===== config.mk =====
export PLATFORM = sky130hd
export DESIGN_NAME = paddle_ctrl
export DESIGN_NICKNAME = d
export VERILOG_FILES = /design/src/rtl/paddle_ctrl.sv
export SDC_FILE = /design/constraint.sdc
export NUM_CORES = 1
export LEC_CHECK = 0
export CAP_MARGIN = 30
export CORE_MARGIN = 2
export CORE_UTILIZATION = 55
export DETAILED_ROUTE_END_ITERATION = 8
export PLACE_DENSITY = 0.82
export SLEW_MARGIN = 10
export SYNTH_ARGS = -nofsm -noshare
export SYNTH_HDL_FRONTEND = slang
export SYNTH_SLANG_ARGS = --single-unit

===== constraint.sdc =====
create_clock -name CLK -period 6.45 [get_ports CLK]
set_input_delay 1.29 -clock CLK [delete_from_list [all_inputs] [get_ports CLK]]
set_output_delay 1.29 -clock CLK [all_outputs]
set_load 0.05 [all_outputs]

===== src/rtl/paddle_ctrl.sv =====
`default_nettype none
// ============================================================================
// Module      : paddle_ctrl
// Description : Breakout paddle horizontal position controller. Turns the
//               keyboard stage's move_left/move_right levels into a paddle
//               x position, updated once per frame_tick, with
//               hold-to-accelerate, a level-dependent speed cap and hard
//               clamping at the playfield edges.
//
// Ports       : CLK         system clock
//               RST         asynchronous active-high reset
//               frame_tick  one-CLK pulse per video frame
//               move_left   level, high while 'a' held (asynchronous)
//               move_right  level, high while 'd' held (asynchronous)
//               level       game level 1..8 (0 -> 1, >8 -> 8)
//               paddle_x    left edge of paddle, 0..SCREEN_W-PADDLE_W
//               paddle_dir  00 idle, 01 left, 10 right
//               speed       current pixels/frame, 0 when idle
//               edge_hit    one-CLK pulse when a move is clamped at an edge
//
// Revision    : 1.0 - initial release
// ============================================================================
module paddle_ctrl #(
    parameter int SCREEN_W     = 640,
    parameter int PADDLE_W     = 64,
    parameter int X_RESET      = 288,
    parameter int BASE_SPEED   = 2,
    parameter int MAX_SPEED    = 8,
    parameter int ACCEL_FRAMES = 4
) (
    input  logic       CLK,
    input  logic       RST,
    input  logic       frame_tick,
    input  logic       move_left,
    input  logic       move_right,
    input  logic [3:0] level,
    output logic [9:0] paddle_x,
    output logic [1:0] paddle_dir,
    output logic [3:0] speed,
    output logic       edge_hit
);

    localparam int                 c_CW    = $clog2(ACCEL_FRAMES + 1);
    localparam logic signed [10:0] c_X_MAX = 11'(SCREEN_W - PADDLE_W);

    // Encodings double as the paddle_dir output value.
    typedef enum logic [1:0] {
        S_IDLE  = 2'b00,
        S_LEFT  = 2'b01,
        S_RIGHT = 2'b10
    } state_t;

    // ------------------------------------------------------------------
    // Registers
    // ------------------------------------------------------------------
    logic [1:0]      r_sync_l;
    logic [1:0]      r_sync_r;
    state_t          r_state;
    logic [9:0]      r_x;
    logic [3:0]      r_speed;
    logic [c_CW-1:0] r_cnt;
    logic            r_edge;

    // ------------------------------------------------------------------
    // Combinational next-state signals
    // ------------------------------------------------------------------
    state_t             w_state_nxt;
    logic [9:0]         w_x_nxt;
    logic [3:0]         w_speed_nxt;
    logic [c_CW-1:0]    w_cnt_nxt;
    logic               w_edge_nxt;

    logic               w_cmd_l;
    logic               w_cmd_r;
    logic [3:0]         w_lvl;
    logic [3:0]         w_cap;
    logic [3:0]         w_eff;
    logic [c_CW-1:0]    w_cnt_base;
    logic [c_CW-1:0]    w_cnt_inc;
    logic signed [10:0] w_xsum;

    // Both keys or neither key held is treated as no command.
    assign w_cmd_l = r_sync_l[1] & ~r_sync_r[1];
    assign w_cmd_r = r_sync_r[1] & ~r_sync_l[1];

    // Level saturated into 1..8 before deriving the speed bonus.
    always_comb begin
        w_lvl = level;
        if (level == 4'd0) begin
            w_lvl = 4'd1;
        end else if (level > 4'd8) begin
            w_lvl = 4'd8;
        end
    end

    assign w_cap = 4'(MAX_SPEED) + {1'b0, w_lvl[3:1]};

    // ------------------------------------------------------------------
    // State register and synchronisers
    // ------------------------------------------------------------------
    always_ff @(posedge CLK or posedge RST) begin
        if (RST) begin
            r_sync_l <= 2'b00;
            r_sync_r <= 2'b00;
            r_state  <= S_IDLE;
            r_x      <= 10'(X_RESET);
            r_speed  <= 4'd0;
            r_cnt    <= '0;
            r_edge   <= 1'b0;
        end else begin
            r_sync_l <= {r_sync_l[0], move_left};
            r_sync_r <= {r_sync_r[0], move_right};
            r_state  <= w_state_nxt;
            r_x      <= w_x_nxt;
            r_speed  <= w_speed_nxt;
            r_cnt    <= w_cnt_nxt;
            r_edge   <= w_edge_nxt;
        end
    end

    // ------------------------------------------------------------------
    // Next-state, movement and acceleration
    // ------------------------------------------------------------------
    always_comb begin
        w_state_nxt = r_state;
        w_x_nxt     = r_x;
        w_speed_nxt = r_speed;
        w_cnt_nxt   = r_cnt;
        w_edge_nxt  = 1'b0;
        w_eff       = r_speed;
        w_cnt_base  = r_cnt;
        w_cnt_inc   = r_cnt;
        w_xsum      = $signed({1'b0, r_x});

        if (frame_tick) begin
            if (!w_cmd_l && !w_cmd_r) begin
                w_state_nxt = S_IDLE;
                w_speed_nxt = 4'd0;
                w_cnt_nxt   = '0;
            end else begin
                w_state_nxt = w_cmd_l ? S_LEFT : S_RIGHT;

                // Entering a move or reversing restarts at base speed.
                if (r_state != w_state_nxt) begin
                    w_eff      = 4'(BASE_SPEED);
                    w_cnt_base = '0;
                end else begin
                    w_eff      = r_speed;
                    w_cnt_base = r_cnt;
                end
                // A level drop mid-move can lower the cap below current speed.
                if (w_eff > w_cap) begin
                    w_eff = w_cap;
                end

                // Speed bump takes effect from the following tick.
                w_cnt_inc = w_cnt_base + 1'b1;
                if (w_cnt_inc == c_CW'(ACCEL_FRAMES)) begin
                    w_cnt_nxt   = '0;
                    w_speed_nxt = (w_eff >= w_cap) ? w_cap : w_eff + 4'd1;
                end else begin
                    w_cnt_nxt   = w_cnt_inc;
                    w_speed_nxt = w_eff;
                end

                // Signed 11-bit sum so an underflow is visible as negative.
                if (w_cmd_l) begin
                    w_xsum = $signed({1'b0, r_x}) - $signed({7'b0, w_eff});
                end else begin
                    w_xsum = $signed({1'b0, r_x}) + $signed({7'b0, w_eff});
                end

                // Speed is always >= 1 here, so a move requested while sitting
                // on a bound always lands outside it and is flagged too.
                if (w_xsum < 11'sd0) begin
                    w_x_nxt    = 10'd0;
                    w_edge_nxt = 1'b1;
                end else if (w_xsum > c_X_MAX) begin
                    w_x_nxt    = c_X_MAX[9:0];
                    w_edge_nxt = 1'b1;
                end else begin
                    w_x_nxt    = w_xsum[9:0];
                end
            end
        end
    end

    assign paddle_x   = r_x;
    assign paddle_dir = r_state;
    assign speed      = r_speed;
    assign edge_hit   = r_edge;

endmodule
`default_nettype wire


; Word level (Yosys, flattened, before mapping)
; Index checks and enable logic that the tools add are counted.
[totals]
mem_count = 0
latchBits = 0
ff_bits = 24
rom_bits = 0
word_cells = 56
mem_bits_rw = 0
output_inout_bits = 17
[op_classes]
n_bitwise = 5
n_mul = 0
n_shift = 0
n_reduce_logical = 5
div_mod_pow = 0
order_cmp = 5
addsub = 5
mux = 27
eq_ne = 2
[ops]
columns = cell, count
row1 = $mux 4, 11
row2 = $mux 11, 3
row3 = $mux 10, 2
row4 = $mux 3, 5
row5 = $add 10x4->11, 1
row6 = $gt 11x11->1 const B, 1
row7 = $lt 11x1->1 const B, 1
row8 = $sub 10x4->11, 1
row9 = $add 4x1->4 const B, 1
row10 = $add 4x3->4 const A, 1
row11 = $ge 4x4->1, 1
row12 = $gt 4x4->1, 1
row13 = $gt 4x4->1 const B, 1
row14 = $logic_not 4->1, 1
row15 = $mux 1, 4
row16 = $mux 2, 2
row17 = $add 3x1->3 const B, 1
row18 = $eq 3x3->1 const B, 1
row19 = $not 1->1, 3
row20 = $and 1x1->1, 2
row21 = $logic_not 1->1, 2
row22 = $ne 2x2->1, 1
row23 = $reduce_and 2->1, 1
row24 = $logic_and 1x1->1, 1

; Longest topological paths before layout
; Gate-level depths: netlist (run 1).
[depth]
depth_word = 20
depth_mapped = 25
ltp_nobuf = 23

; Worst setup path before layout (run 1)
; Ideal clock, no wire load.
[synth_timing]
path_kind = input -> register
startpoint = in level[2]
endpoint = reg r_x[0], in the netlist paddle_x[0]
required_time_ns = 6.340
path_stages = 19
slack_ns = 1.366
arrival_time_ns = 4.974
path_buffers = 0
setup_time_ns = 0.110
cell_sequence = nor2b_1 -> inv_1 -> ha_1 -> nor2b_1 -> o21a_1 -> o211ai_2 -> mux2i_1 -> nand2_1 -> nor3_1 -> ha_1 -> a21oi_1 -> ha_1 -> a21o_1 -> a21oi_2 -> nand2_1 -> xor2_1 -> o41ai_2 -> a32oi_2 -> o41ai_1
[synth_via]
elab_chain_len = 15
word_cells_on_any_way = 18
classes_between = 3 x add/sub / 4 x order compare / 10 x mux / 1 x reduce/logical
[synth_rtl]
columns = element, line
row1 = from (decl), 36  ; input logic [3:0] level,
row2 = $gt 4x4->1, 91  ; end else if (level > 4'd8) begin
row3 = $mux 4, 91
row4 = $mux 4 (*), 89  ; if (level == 4'd0) begin
row5 = $add 4x3->4 (*), 96  ; assign w_cap = 4'(MAX_SPEED) + {1'b0, w_lvl[3:1]};
row6 = $gt 4x4->1, 152  ; if (w_eff > w_cap) begin
row7 = $mux 4 (*), 152
row8 = $mux 4 (*), 136  ; if (!w_cmd_l && !w_cmd_r) begin
row9 = $mux 4 (*), 135  ; if (frame_tick) begin
row10 = $add 10x4->11 / $sub 10x4->11 (equally long branches), "170, 168"
row11 = $mux 11 (*), 167  ; if (w_cmd_l) begin
row12 = $mux 11 (*), 136
row13 = $mux 11 (*), 135
row14 = $gt 11x11->1, 178  ; end else if (w_xsum > c_X_MAX) begin
row15 = $mux 10, 178
row16 = $mux 10 (*), 175  ; if (w_xsum < 11'sd0) begin
row17 = to (signal assigned), 106  ; r_x <= 10'(X_RESET);
row18 = to (signal assigned), 114  ; r_x <= w_x_nxt;
row19 = to (decl), 59  ; logic [9:0] r_x;
; Mark *: on every way between the ends. The rest lies on a longest branch, timed or not. The select of a mux whose other input is x is not followed.
; A chain may end at the register's enable or synchronous reset.

; Worst setup path in the final report (run 1)
[layout_timing]
startpoint = in level[3]
endpoint = reg r_x[2], in the netlist paddle_x[2]
; Same word-level chain as after synthesis.

==> flow_summary.yaml, run 1 <==
setup_path:
  cp_num_buf_inv: 3
  critPathMaxFanout: 6
  end_kind: "flip-flop"
  startpoint_type: "primary input"
  crit_required_ns: 6.68
  path_delay_family: "compound AO/OA/AOI/OAI gates"
  crit_chain: "clkdlybuf4s50_1 -> nor2b_1 -> inv_1 -> ha_1 -> nor2b_1 -> o21a_1 -> o211ai_2 -> mux2i_1 -> nand2_1 -> ha_1 -> nor2_1 -> a21oi_1 -> inv_1 -> ha_1 -> nor2b_4 -> o2111ai_1 -> nand2_1 -> xor2_1 -> o41ai_2 -> a32oi_2 -> o41ai_1"
  cp_common_cell: "ha_1"
  worstPathArrival_ns: 6.09
  cpPeakStageDelay_ns: 0.47
  slowest_stage: "clkdlybuf4s50_1"
  critPathKind: "in2reg"
synth:
  yosysWarnings: 0
  synth_flop_cell: "dfrtp_1"
  synth.yosys.seq_area_share_pct: 31.1
  ys_seq_elements: 24
  syn_nets: 246
  synth.avg_cell_area_um2: 9.14
  synthArstFlopShare_pct: 100
  syn_inst: 212
  synth_area_um2: 1940
  synth_cell_type_count: 55
  synth_edf_count: 0
floorplan:
  dieArea_um2: 4010
  placementRows: 21
  die_w_um: 63.3
  core-area_um2: 3360
  die_y_um: 63.3
  pin_count: 26
  start_util_pct: 57.6
pwr:
  p_total_uw: 802
  p_clk_share_pct: 13.8
  seqPwrFrac_pct: 26.1
  switchingPower_uw: 374
  combPwrFrac_pct: 60.1
  intPower_uw: 428
  leakage_uw: 0.00105
  peakVddDrop_uv: 327
  swShare_pct: 46.6
  power.density_nw_per_um2: 350
route:
  drt-initial-drc-count: 73
  viasPerCell: 5.80
  drc: 0
  routed_wirelength_mm: 4.16
  drt-pass1-iter-count: 4
  num_vias: 1646
  wl_per_cell_um: 14.6
  detail-route-antenna-nets: 0
global_routing:
  grt_use_total_pct: 22.3
  grt_pass1_vias: 1648
  grt_overflow: 0
  antenna_found_initial: 0
  grt_pass1_wl_mm: 7.39
  grt_max_degree: 25
cells_and_area:
  area_growth_pct: 18.3
  antenna_cells: 0
  drive_above_1_share_pct: 9.24
  nets: 273
sta:
  max_freq_ghz: 0.171
  fin_crit_sh_pct: 90.8
  drv_slew: 0
  hold_viol: 0
  finalClockSkew_ns: 0.0149
  tns_ns: 0
  layout_min_cycle_time_ns: 5.86
  rsz0062_at_grt: "false"
  setup_viol: 0
  worst_slew_pin_slew_ns: 0.705
  slew_headroom_pct: 53.0
clock_network:
  cts_root_buf: "clkbuf_4"
  cts_tree: "yes"
  ctsHtreeMaxLevel: 1
  postCtsSetupRepairBufs: 0
  clk_path_buf_depth: 2
  cts_buffers: 3
  ctsHoldBuffers: 0
  path_clk_slew_ns: 0.14
  clkLatencyLatePin_ns: 0.33
  cts_resized: 0
  clock_sinks: 24
placed_design:
  routabilityCongestion: 0.827
  portBuffers: 24
  hpwl_mm: 3.15
run:
  timing.max_cap.violations: 0
worst_hold_path:
  hold_class: "reg2reg"
outcome:
  status: "completed"
## area by class of cell
class | count | area [um2]
well taps | 46 | 57.6
clock buffers | 3 | 22.5
clock inverters | 1 | 30.0
inverters | 16 | 60.1
multi-input cells | 168 | 1260
repair buffers | 26 | 263
fillers | 293 | 1070
flip-flops and latches | 24 | 603
## flip-flops by register name, summed over array words and instances (netlist names)
name	flops
paddle_x	10
r_cnt	3
r_sync_l	2
edge_hit	1
speed	4
r_sync_r	2
paddle_dir	2
## cell usage in the layout, fill, tap and decap left out, types with 2 or more instances in the layout
master	Yosys	final
o41ai_1	5	5
o21ai_0	9	9
nor3_1	5	5
mux2i_1	4	4
dfrtp_1	22	22
a31o_2	2	2
xor2_1	4	4
inv_1	16	16
nand2b_1	6	6
ha_1	24	24
a21o_1	5	5
a21oi_1	9	9
o31ai_1	3	3
mux2_2	2	2
nor2_1	13	13
clkbuf_4	0	3
o21a_1	5	5
clkdlybuf4s50_1	0	24
xnor2_1	3	3
nand2_1	26	26
nor2b_1	5	5
dfstp_2	2	2
a22o_1	2	2
and2_1	4	4
nand3_1	2	2
## Yosys cell counts, types with 3 or more instances
| cell type | count | area, um2 |
|---|---|---|
| nor2_1 | 13 | 48.8 |
| xnor2_1 | 3 | 26.3 |
| and2_1 | 4 | 25.0 |
| mux2i_1 | 4 | 40.0 |
| nand2b_1 | 6 | 37.5 |
| xor2_1 | 4 | 35.0 |
| o21ai_0 | 9 | 45.0 |
| a21o_1 | 5 | 37.5 |
| a21oi_1 | 9 | 45.0 |
| nand2_1 | 26 | 97.6 |
| o31ai_1 | 3 | 22.5 |
| o21a_1 | 5 | 37.5 |
| o41ai_1 | 5 | 43.8 |
| nor3_1 | 5 | 25.0 |
| ha_1 | 24 | 300 |
| dfrtp_1 | 22 | 551 |
| nor2b_1 | 5 | 31.3 |
| inv_1 | 16 | 60.1 |
## path summary, 6_finish.rpt
path,start,slack (ns),end,cells after the start
max,level[3],0.59,paddle_x[2],21
min,r_sync_r[0],0.36,r_sync_r[1],0
max reg2reg,r_sync_r[1],1.05,paddle_x[2],24
min reg2reg,r_sync_r[0],0.36,r_sync_r[1],0
max in group asynchronous,RST,4.69,paddle_x[5],3
min in group asynchronous,RST,1.22,speed[0],2
## layer usage
metal	GRT usage, %	wire [um]
met2	37.2	1920
met1	31.1	2020
met5	0	0
met4	3.80	21
met3	3.39	194
## metrics by stage
| step | utilization (%) | area (um2) | setup WS [ns] | cells | hold WS [ns] |
|---|---|---|---|---|---|
| after global routing | 68.2 | 2290 | 0.170 | 284 | 0.375 |
| after CTS | 67.7 | 2280 | 0.579 | 283 | 0.368 |
| after floorplan | - | 1940 | 1.37 | 212 | 0.331 |
| final | 68.2 | 2290 | 0.590 | 284 | 0.363 |
| after global placement | 66.1 | 2220 | 0.401 | 279 | 0.333 |
| after detailed placement | 66.1 | 2220 | 0.243 | 279 | 0.337 |
## cells by family (layout without fill, tap and decap cells)
| family | Yosys count | count (layout) | synth area share (%) |
|---|---|---|---|
| mux | 6 | 6 | 3.23 |
| fa+ha+maj | 25 | 25 | 16.5 |
| simple gates | 70 | 70 | 17.9 |
| buf+inv | 20 | 46 | 4.01 |
| flops | 24 | 24 | 31.1 |
| compound gates | 59 | 59 | 23.2 |
| xor+xnor | 8 | 8 | 4.01 |
## power groups by stage
stage | sequential, uW | combinational (uW) | clock, uW
finish | 209 | 482 | 111
global route | 214 | 525 | 120
CTS | 210 | 481 | 113
detailed placement | 213 | 477 | 0
global placement | 213 | 471 | 0
floorplan | 304 | 267 | 0
Power figures use the tool's default switching activity.
==> inputs of run 2 (changes only) <==
Settings changed: CORE_MARGIN 2 to default, PLACE_DENSITY 0.82 to 0.85.
==> flow_summary.yaml, run 2 (synthesis results as in run 1) <==
floorplan:
  start_util_pct: 57.6
  core-area_um2: 3360
  pin_count: 26
  die_y_um: 61.3
  die_w_um: 61.3
  placementRows: 21
  dieArea_um2: 3760
global_routing:
  grt_max_degree: 25
  grt_pass1_wl_mm: 6.58
  grt_pass1_vias: 1515
  grt_overflow: 0
  grt_use_total_pct: 23.6
  antenna_found_initial: 0
route:
  detail-route-antenna-nets: 0
  wl_per_cell_um: 13.9
  drt-initial-drc-count: 42
  drt-pass1-iter-count: 4
  num_vias: 1630
  viasPerCell: 5.74
  routed_wirelength_mm: 3.96
  drc: 0
sta:
  max_freq_ghz: 0.170
  worst_slew_pin_slew_ns: 0.667
  hold_viol: 0
  tns_ns: 0
  fin_crit_sh_pct: 91.1
  layout_min_cycle_time_ns: 5.88
  drv_slew: 0
  finalClockSkew_ns: 0.00699
  setup_viol: 0
  rsz0062_at_grt: "false"
  slew_headroom_pct: 55.6
clock_network:
  postCtsSetupRepairBufs: 0
  ctsHtreeMaxLevel: 1
  cts_resized: 0
  clock_sinks: 24
  clk_path_buf_depth: 2
  clkLatencyLatePin_ns: 0.32
  cts_root_buf: "clkbuf_4"
  path_clk_slew_ns: 0.14
  cts_tree: "yes"
  cts_buffers: 3
  ctsHoldBuffers: 0
setup_path:
  path_delay_family: "compound AO/OA/AOI/OAI gates"
  startpoint_type: "primary input"
  worstReg2RegStart: "r_sync_r[1]"
  slowest_stage: "clkdlybuf4s50_1"
  worstPathArrival_ns: 6.09
  critical_path_depth: 20
  cpPeakStageDelay_ns: 0.46
  rrSetupSlack_ns: 1.10
  critPathKind: "in2reg"
  cp_num_buf_inv: 2
  crit_chain: "clkdlybuf4s50_1 -> nor2b_1 -> inv_1 -> ha_1 -> nor2b_1 -> o21a_1 -> o211ai_2 -> mux2i_1 -> nand2_1 -> nor3_1 -> ha_1 -> a21oi_1 -> ha_1 -> a21o_1 -> a21oi_2 -> nand2_1 -> xor2_1 -> o41ai_2 -> a32oi_2 -> o41ai_1"
  r2r_end: "paddle_x[0]"
  crit_required_ns: 6.66
  cp_common_cell: "ha_1"
  critPathMaxFanout: 6
  end_kind: "flip-flop"
  worstRegToRegCells: 23
worst_hold_path:
  hold_path_end: "r_sync_r[1]"
  hold_start: "r_sync_r[0]"
  hold_class: "reg2reg"
  min_path_cells: 0
cells_and_area:
  largest_reg_flops: 10
  final_common_cell: "nand2_1"
  layout_common_cells: "nand2_1 (26), ha_1 (24), clkdlybuf4s50_1 (24)"
  area_growth_pct: 19.0
  antenna_cells: 0
  fillCellCount: 286
  drive_above_1_share_pct: 9.24
  nets: 273
pwr:
  p_total_uw: 802
  power.density_nw_per_um2: 348
  peakVddDrop_uv: 339
  leakage_uw: 0.00106
run:
  timing.max_cap.violations: 0
outcome:
  status: "completed"
placed_design:
  routabilityCongestion: 0.855
  portBuffers: 24
  hpwl_mm: 3.12
## run 2: cell type report
class | count | area [um2] | share of cell area, %
repair buffers | 26 | 275 | 11.9
well taps | 46 | 57.6 | 2.50
clock buffers | 3 | 22.5 | 0.977
inverters | 16 | 60.1 | 2.61
clock inverters | 1 | 30.0 | 1.30
multi-input cells | 168 | 1260 | 54.5
flip-flops and latches | 24 | 603 | 26.2
## run 2: metrics by stage
stage / instance area [um2] / util [%] / hold slack [ns] / setup slack, ns / instances
after floorplan: 1940 / - / 0.331 / 1.37 / 212
after global placement: 2220 / 66.1 / 0.335 / 0.435 / 279
after detailed placement: 2220 / 66.1 / 0.337 / 0.222 / 279
after CTS: 2280 / 67.7 / 0.369 / 0.569 / 283
after global routing: 2300 / 68.5 / 0.378 / 0.156 / 284
final: 2300 / 68.5 / 0.363 / 0.571 / 284
## run 2: per-layer routing
layer / track usage [%] / share of wire [%]
met5: 0 / 0
met4: 4.76 / 0.61
met3: 2.73 / 2.9
met2: 38.8 / 47
met1: 33.8 / 50
## run 2: worst register-to-register path, stage by stage, from the launching register on
cell,delay [ns]
dfrtp_1,0.40
inv_1,0.06
ha_1,0.33
nand3b_1,0.12
o21ai_1,0.09
buf_4,0.18
nand2_1,0.08
ha_1,0.30
nor2b_1,0.14
o21a_1,0.18
o211ai_2,0.25
mux2i_1,0.22
nand2_1,0.15
nor3_1,0.30
ha_1,0.28
a21oi_1,0.20
ha_1,0.31
a21o_1,0.18
a21oi_2,0.19
nand2_1,0.09
xor2_1,0.17
o41ai_2,0.38
a32oi_2,0.23
o41ai_1,0.40
## run 2: worst max path at each step
stage | slack, ns | from | endpoint
6_report | 0.57 | level[3] | paddle_x[0]
3_3_place_gp | 0.43 | level[3] | paddle_x[2]
3_5_place_dp | 0.22 | level[3] | paddle_x[0]
5_1_grt | 0.16 | level[3] | paddle_x[0]
4_1_cts | 0.57 | level[3] | paddle_x[0]
2_1_floorplan | 1.37 | level[2] | paddle_x[0]
## run 2: power by group
group / switching [uW] / total [uW] / leakage (uW) / internal, uW
Sequential: 25.2 / 209 / 0.000307 / 184
Clock: 47.3 / 110 / 0.0000279 / 62.8
Combinational: 301 / 483 / 0.000724 / 182
==> inputs of run 3 (changes only) <==
Clock period 6.45 ns to 5.5 ns, I/O delays scaled along.
==> flow_summary.yaml, run 3 (synthesis results as in run 1) <==
outcome:
  status: "completed"
route:
  num_vias: 1762
  detail-route-antenna-nets: 0
  viasPerCell: 5.83
  routed_wirelength_mm: 4.70
  wl_per_cell_um: 15.6
  drc: 0
  drt-initial-drc-count: 117
  drt-pass1-iter-count: 5
placed_design:
  routabilityCongestion: 0.865
  hpwl_mm: 3.43
  portBuffers: 24
clock_network:
  path_clk_slew_ns: 0.13
  clkLatencyLatePin_ns: 0.33
  clock_sinks: 24
  cts_buffers: 3
  clk_path_buf_depth: 2
  ctsHtreeMaxLevel: 1
  cts_root_buf: "clkbuf_4"
  cts_tree: "yes"
sta:
  rsz0062_at_grt: "false"
  hold_viol: 0
  drv_slew: 0
  finalClockSkew_ns: 0.0163
  layout_min_cycle_time_ns: 5.23
  fin_crit_sh_pct: 95.2
  slew_headroom_pct: 49.4
  max_freq_ghz: 0.191
  worst_slew_pin_slew_ns: 0.758
  tns_ns: 0
  setup_viol: 0
setup_path:
  startpoint_type: "primary input"
  critPathKind: "in2reg"
  cp-startpoint: "level[1]"
  crit_required_ns: 5.72
  end_kind: "flip-flop"
  slowest_stage: "clkdlybuf4s50_1"
  cp_common_cell: "ha_1"
  worstReg2RegStart: "r_sync_r[1]"
  critPathMaxFanout: 6
  rrSetupSlack_ns: 0.46
  worstPathArrival_ns: 5.46
  r2r_end: "edge_hit"
  worstRegToRegCells: 23
  cpPeakStageDelay_ns: 0.45
  crit_chain: "clkdlybuf4s50_1 -> nor2b_2 -> ha_1 -> nor2b_1 -> o21a_1 -> o211ai_4 -> mux2i_2 -> nor2_2 -> nor3_2 -> ha_1 -> a21oi_2 -> ha_1 -> a21o_1 -> a21oi_2 -> nand2_1 -> xor2_2 -> o41ai_2 -> a32oi_2 -> buf_4 -> o21a_1"
cells_and_area:
  final_common_cell: "nand2_1"
  drive_above_1_share_pct: 22.3
  antenna_cells: 0
  finalCoreUtilization_pct: 76.0
  largest_reg_flops: 10
  layout_common_cells: "nand2_1 (24), ha_1 (23), dfrtp_1 (22), clkdlybuf4s50_1 (22), buf_4 (19)"
  fillCellCount: 256
  nets: 291
  area_growth_pct: 31.9
floorplan:
  start_util_pct: 57.6
  core-area_um2: 3360
  die_y_um: 61.3
  pin_count: 26
  placementRows: 21
  die_w_um: 61.3
  dieArea_um2: 3760
worst_hold_path:
  min_path_cells: 0
  hold_class: "reg2reg"
  hold_path_end: "r_sync_l[1]"
  hold_start: "r_sync_l[0]"
global_routing:
  antenna_found_initial: 0
  grt_overflow: 0
  grt_max_degree: 25
  grt_pass1_vias: 1561
  grt_pass1_wl_mm: 7.00
  grt_use_total_pct: 25.3
pwr:
  seqPwrFrac_pct: 23.6
  combPwrFrac_pct: 64.0
  swShare_pct: 46.6
  power.density_nw_per_um2: 409
  p_clk_share_pct: 12.5
  leakage_uw: 0.00119
  peakVddDrop_uv: 434
  switchingPower_uw: 487
  intPower_uw: 558
run:
  timing.max_cap.violations: 0
-- run 3: routing by layer --
layer	vias to the layer above	share of wire (%)	track usage (%)	wire length, um
met1	856	44	34.6	2090
met3	6	3.3	3.78	157
met2	45	51	42.1	2400
met4	0	1.1	7.30	51
met5	-	0	0	0
li1	855	-	-	-
-- run 3: final cells by class --
| cell class | instances | area (um2) | share of cell area, % |
|---|---|---|---|
| multi-input combinational | 168 | 1370 | 53.5 |
| sequential | 24 | 603 | 23.6 |
| timing repair buffer | 44 | 415 | 16.3 |
| inverter | 16 | 60.1 | 2.35 |
| tap | 46 | 57.6 | 2.25 |
| clock inverter | 1 | 30.0 | 1.18 |
| clock buffer | 3 | 22.5 | 0.881 |
-- run 3: how the worst max path moves through the flow --
stage | end | slack, ns | cells after the start
2_1_floorplan | paddle_x[0] | 0.61 | 19
3_3_place_gp | paddle_x[2] | -0.11 | 20
4_1_cts | paddle_x[0] | 0.009 | 20
3_5_place_dp | paddle_x[0] | -0.25 | 21
6_report | edge_hit | 0.27 | 20
5_1_grt | edge_hit | 0.11 | 20
-- run 3: what timing repair did --
| action | 4_1_cts | 5_1_grt |
|---|---|---|
| setup buffers | 0 | 1 |
| gates resized for setup | 0 | 22 |
| hold buffers | 0 | 0 |
| endpoints found under the setup margin | 0 | 9 |
-- run 3: power groups by stage --
stage | logic [uW] | registers (uW) | clock network, uW
after floorplan | 314 | 356 | 0
after global placement | 591 | 250 | 0
after detailed placement | 606 | 250 | 0
after CTS | 612 | 246 | 131
after global routing | 724 | 250 | 139
final | 668 | 246 | 130
-- run 3: stage by stage --
| stage | power [uW] | worst slack (ns) | std cells | hold WS [ns] | area, um2 |
|---|---|---|---|---|---|
| detailed placement | 856 | -0.246 | 296 | 0.336 | 2350 |
| global placement | 840 | -0.113 | 296 | 0.334 | 2350 |
| finish | 1040 | 0.265 | 302 | 0.364 | 2550 |
| global route | 1110 | 0.110 | 302 | 0.370 | 2550 |
| CTS | 989 | 0.00917 | 300 | 0.366 | 2400 |
| floorplan | 670 | 0.606 | 212 | 0.331 | 1940 |
-- run 3: worst max-delay path: cells and delay by family --
family | cells | cell delay (ns)
XOR/XNOR | 1 | 0.17
adder cells (fa/ha/maj) | 3 | 0.70
buffers and inverters | 2 | 0.66
multiplexers | 1 | 0.29
AND/OR/NAND/NOR | 5 | 0.64
AO/OA/AOI/OAI | 8 | 1.89
==> edit: new RTL, config.mk and constraints of run 3 <==
Add an input register stage for `frame_tick`, `move_left`, `move_right` and `level`, with the module's reset; this delays them by one clock.
--- a/src/rtl/paddle_ctrl.sv
+++ b/src/rtl/paddle_ctrl.sv
@@ -50,6 +50,25 @@
         S_RIGHT = 2'b10
     } state_t;
 
+    logic frame_tick_q;
+    logic move_left_q;
+    logic move_right_q;
+    logic [3:0] level_q;
+
+    always_ff @(posedge CLK or posedge RST) begin
+        if (RST) begin
+            frame_tick_q <= '0;
+            move_left_q  <= '0;
+            move_right_q <= '0;
+            level_q      <= '0;
+        end else begin
+            frame_tick_q <= frame_tick;
+            move_left_q  <= move_left;
+            move_right_q <= move_right;
+            level_q      <= level;
+        end
+    end
+
     // ------------------------------------------------------------------
     // Registers
     // ------------------------------------------------------------------
@@ -85,10 +104,10 @@
 
     // Level saturated into 1..8 before deriving the speed bonus.
     always_comb begin
-        w_lvl = level;
-        if (level == 4'd0) begin
+        w_lvl = level_q;
+        if (level_q == 4'd0) begin
             w_lvl = 4'd1;
-        end else if (level > 4'd8) begin
+        end else if (level_q > 4'd8) begin
             w_lvl = 4'd8;
         end
     end
@@ -108,8 +127,8 @@
             r_cnt    <= '0;
             r_edge   <= 1'b0;
         end else begin
-            r_sync_l <= {r_sync_l[0], move_left};
-            r_sync_r <= {r_sync_r[0], move_right};
+            r_sync_l <= {r_sync_l[0], move_left_q};
+            r_sync_r <= {r_sync_r[0], move_right_q};
             r_state  <= w_state_nxt;
             r_x      <= w_x_nxt;
             r_speed  <= w_speed_nxt;
@@ -132,7 +151,7 @@
         w_cnt_inc   = r_cnt;
         w_xsum      = $signed({1'b0, r_x});
 
-        if (frame_tick) begin
+        if (frame_tick_q) begin
             if (!w_cmd_l && !w_cmd_r) begin
                 w_state_nxt = S_IDLE;
                 w_speed_nxt = 4'd0;
Behaviour: not the same (Yosys sat finds a counterexample within 4 cycles, from zero or initial values and one cycle with RST high).
==> edit against run 3 <==
- die area increased by 12%
- register-to-register slack worse by 0.04 ns
- area after synthesis is 13% higher
- global-route usage down 1.7 points
- sequential cell count up 6
- clock power is 120% higher
- fmax rose by 3.1%
- synthesized cell count is 6.1% higher
- final area grew 3.4%
- routed wire length shrank 7.0%
- worst setup slack improved by 0.16 ns
- non-clock buffer count shrank 15
- utilization fell by 5.4 points
- power increased by 9.2%
- largest power group unchanged
==> edit: results (changes against run 3) <==
[status]
outcome = complete, no violations

[setup_path]
cpPeakStageDelay_ns = 0.49  ; +0.04 ns
endpoint = paddle_x[1]
worstPathMaxFanout = 11  ; +5
slowest_stage = or3b_2
r2r_slack_ns = 0.42  ; -0.04 ns
arrival_ns = 5.22  ; -0.24 ns

[drt]
viasPerCell = 5.780  ; -0.93%
vias = 1763  ; +0.057%
wl_per_cell_um = 14.34  ; -7.9%

[sta]
timing.final.crit_share_pct = 92.29  ; -2.9 points
relSlewSlack_pct = 43.22  ; -6.2 points
clock_skew_ns = 0.01292  ; -0.003392 ns

[clock_tree]
clk_pin_slew_ns = 0.06  ; -0.07 ns
cts-root-buf = clkbuf_8

[grt]
grt_pass1_wl_um = 7596  ; +8.5%
grt_start_max_net_pins = 31  ; +24%
first_global_vias = 1680  ; +7.6%

[power_and_ir_drop]
swShare_pct = 41.08  ; -5.5 points

[cells_and_area]
fillers = 295  ; +15%
multi_input_area_share_pct = 51.04  ; -2.4 points
utilization_pct = 70.59  ; -5.4 points
drive_above_1_share_pct = 14.01  ; -8.3 points
seq_area_um2 = 753.2  ; +25%

[floorplan]
dieArea_um2 = 4219  ; +12%

[logic_synthesis]
ys_types = 54  ; -1.8%
synthCells = 225  ; +6.1%
synthMuxAreaShare_pct = 4.765  ; +1.5 points
synth_compound_gate_area_share_pct = 21.64  ; -1.5 points

[placed_design]
hpwl_um = 3289  ; -4.1%
place_ws_ns = 0.3164  ; +0.5621 ns
routabilityCongestion = 0.8604  ; -0.52%

## edit: cell types whose count changed in the layout (fill, tap and decap cells not counted), sizes merged, moves of 4 or more
cell and change:
buf -15, o41ai -6, o31ai +4, dfrtp +6, xor2 -4
## edit: power groups by stage
stage	clock (mW)	combinational (mW)	sequential (mW)
6_report	0.281	0.574	0.287
3_3_place_gp	0	0.557	0.290
4_1_cts	0.285	0.571	0.287
5_1_grt	0.296	0.614	0.292
3_5_place_dp	0	0.566	0.290
2_1_floorplan	0	0.332	0.387
## edit: what timing repair did
| item | in CTS | in global routing |
|---|---|---|
| resized for setup | 0 | 2 |
| endpoints found under the setup margin | 0 | 11 |
| buffers inserted | 0 | 0 |
## edit: layer usage
layer  part of all wire [%]  track usage (%)  up-vias
li1                       -                -      869
met1                     50            31.47      857
met2                     46            37.37       32
met3                    3.3            5.810        5
met4                    1.1            7.500        0
met5                      0                0        -
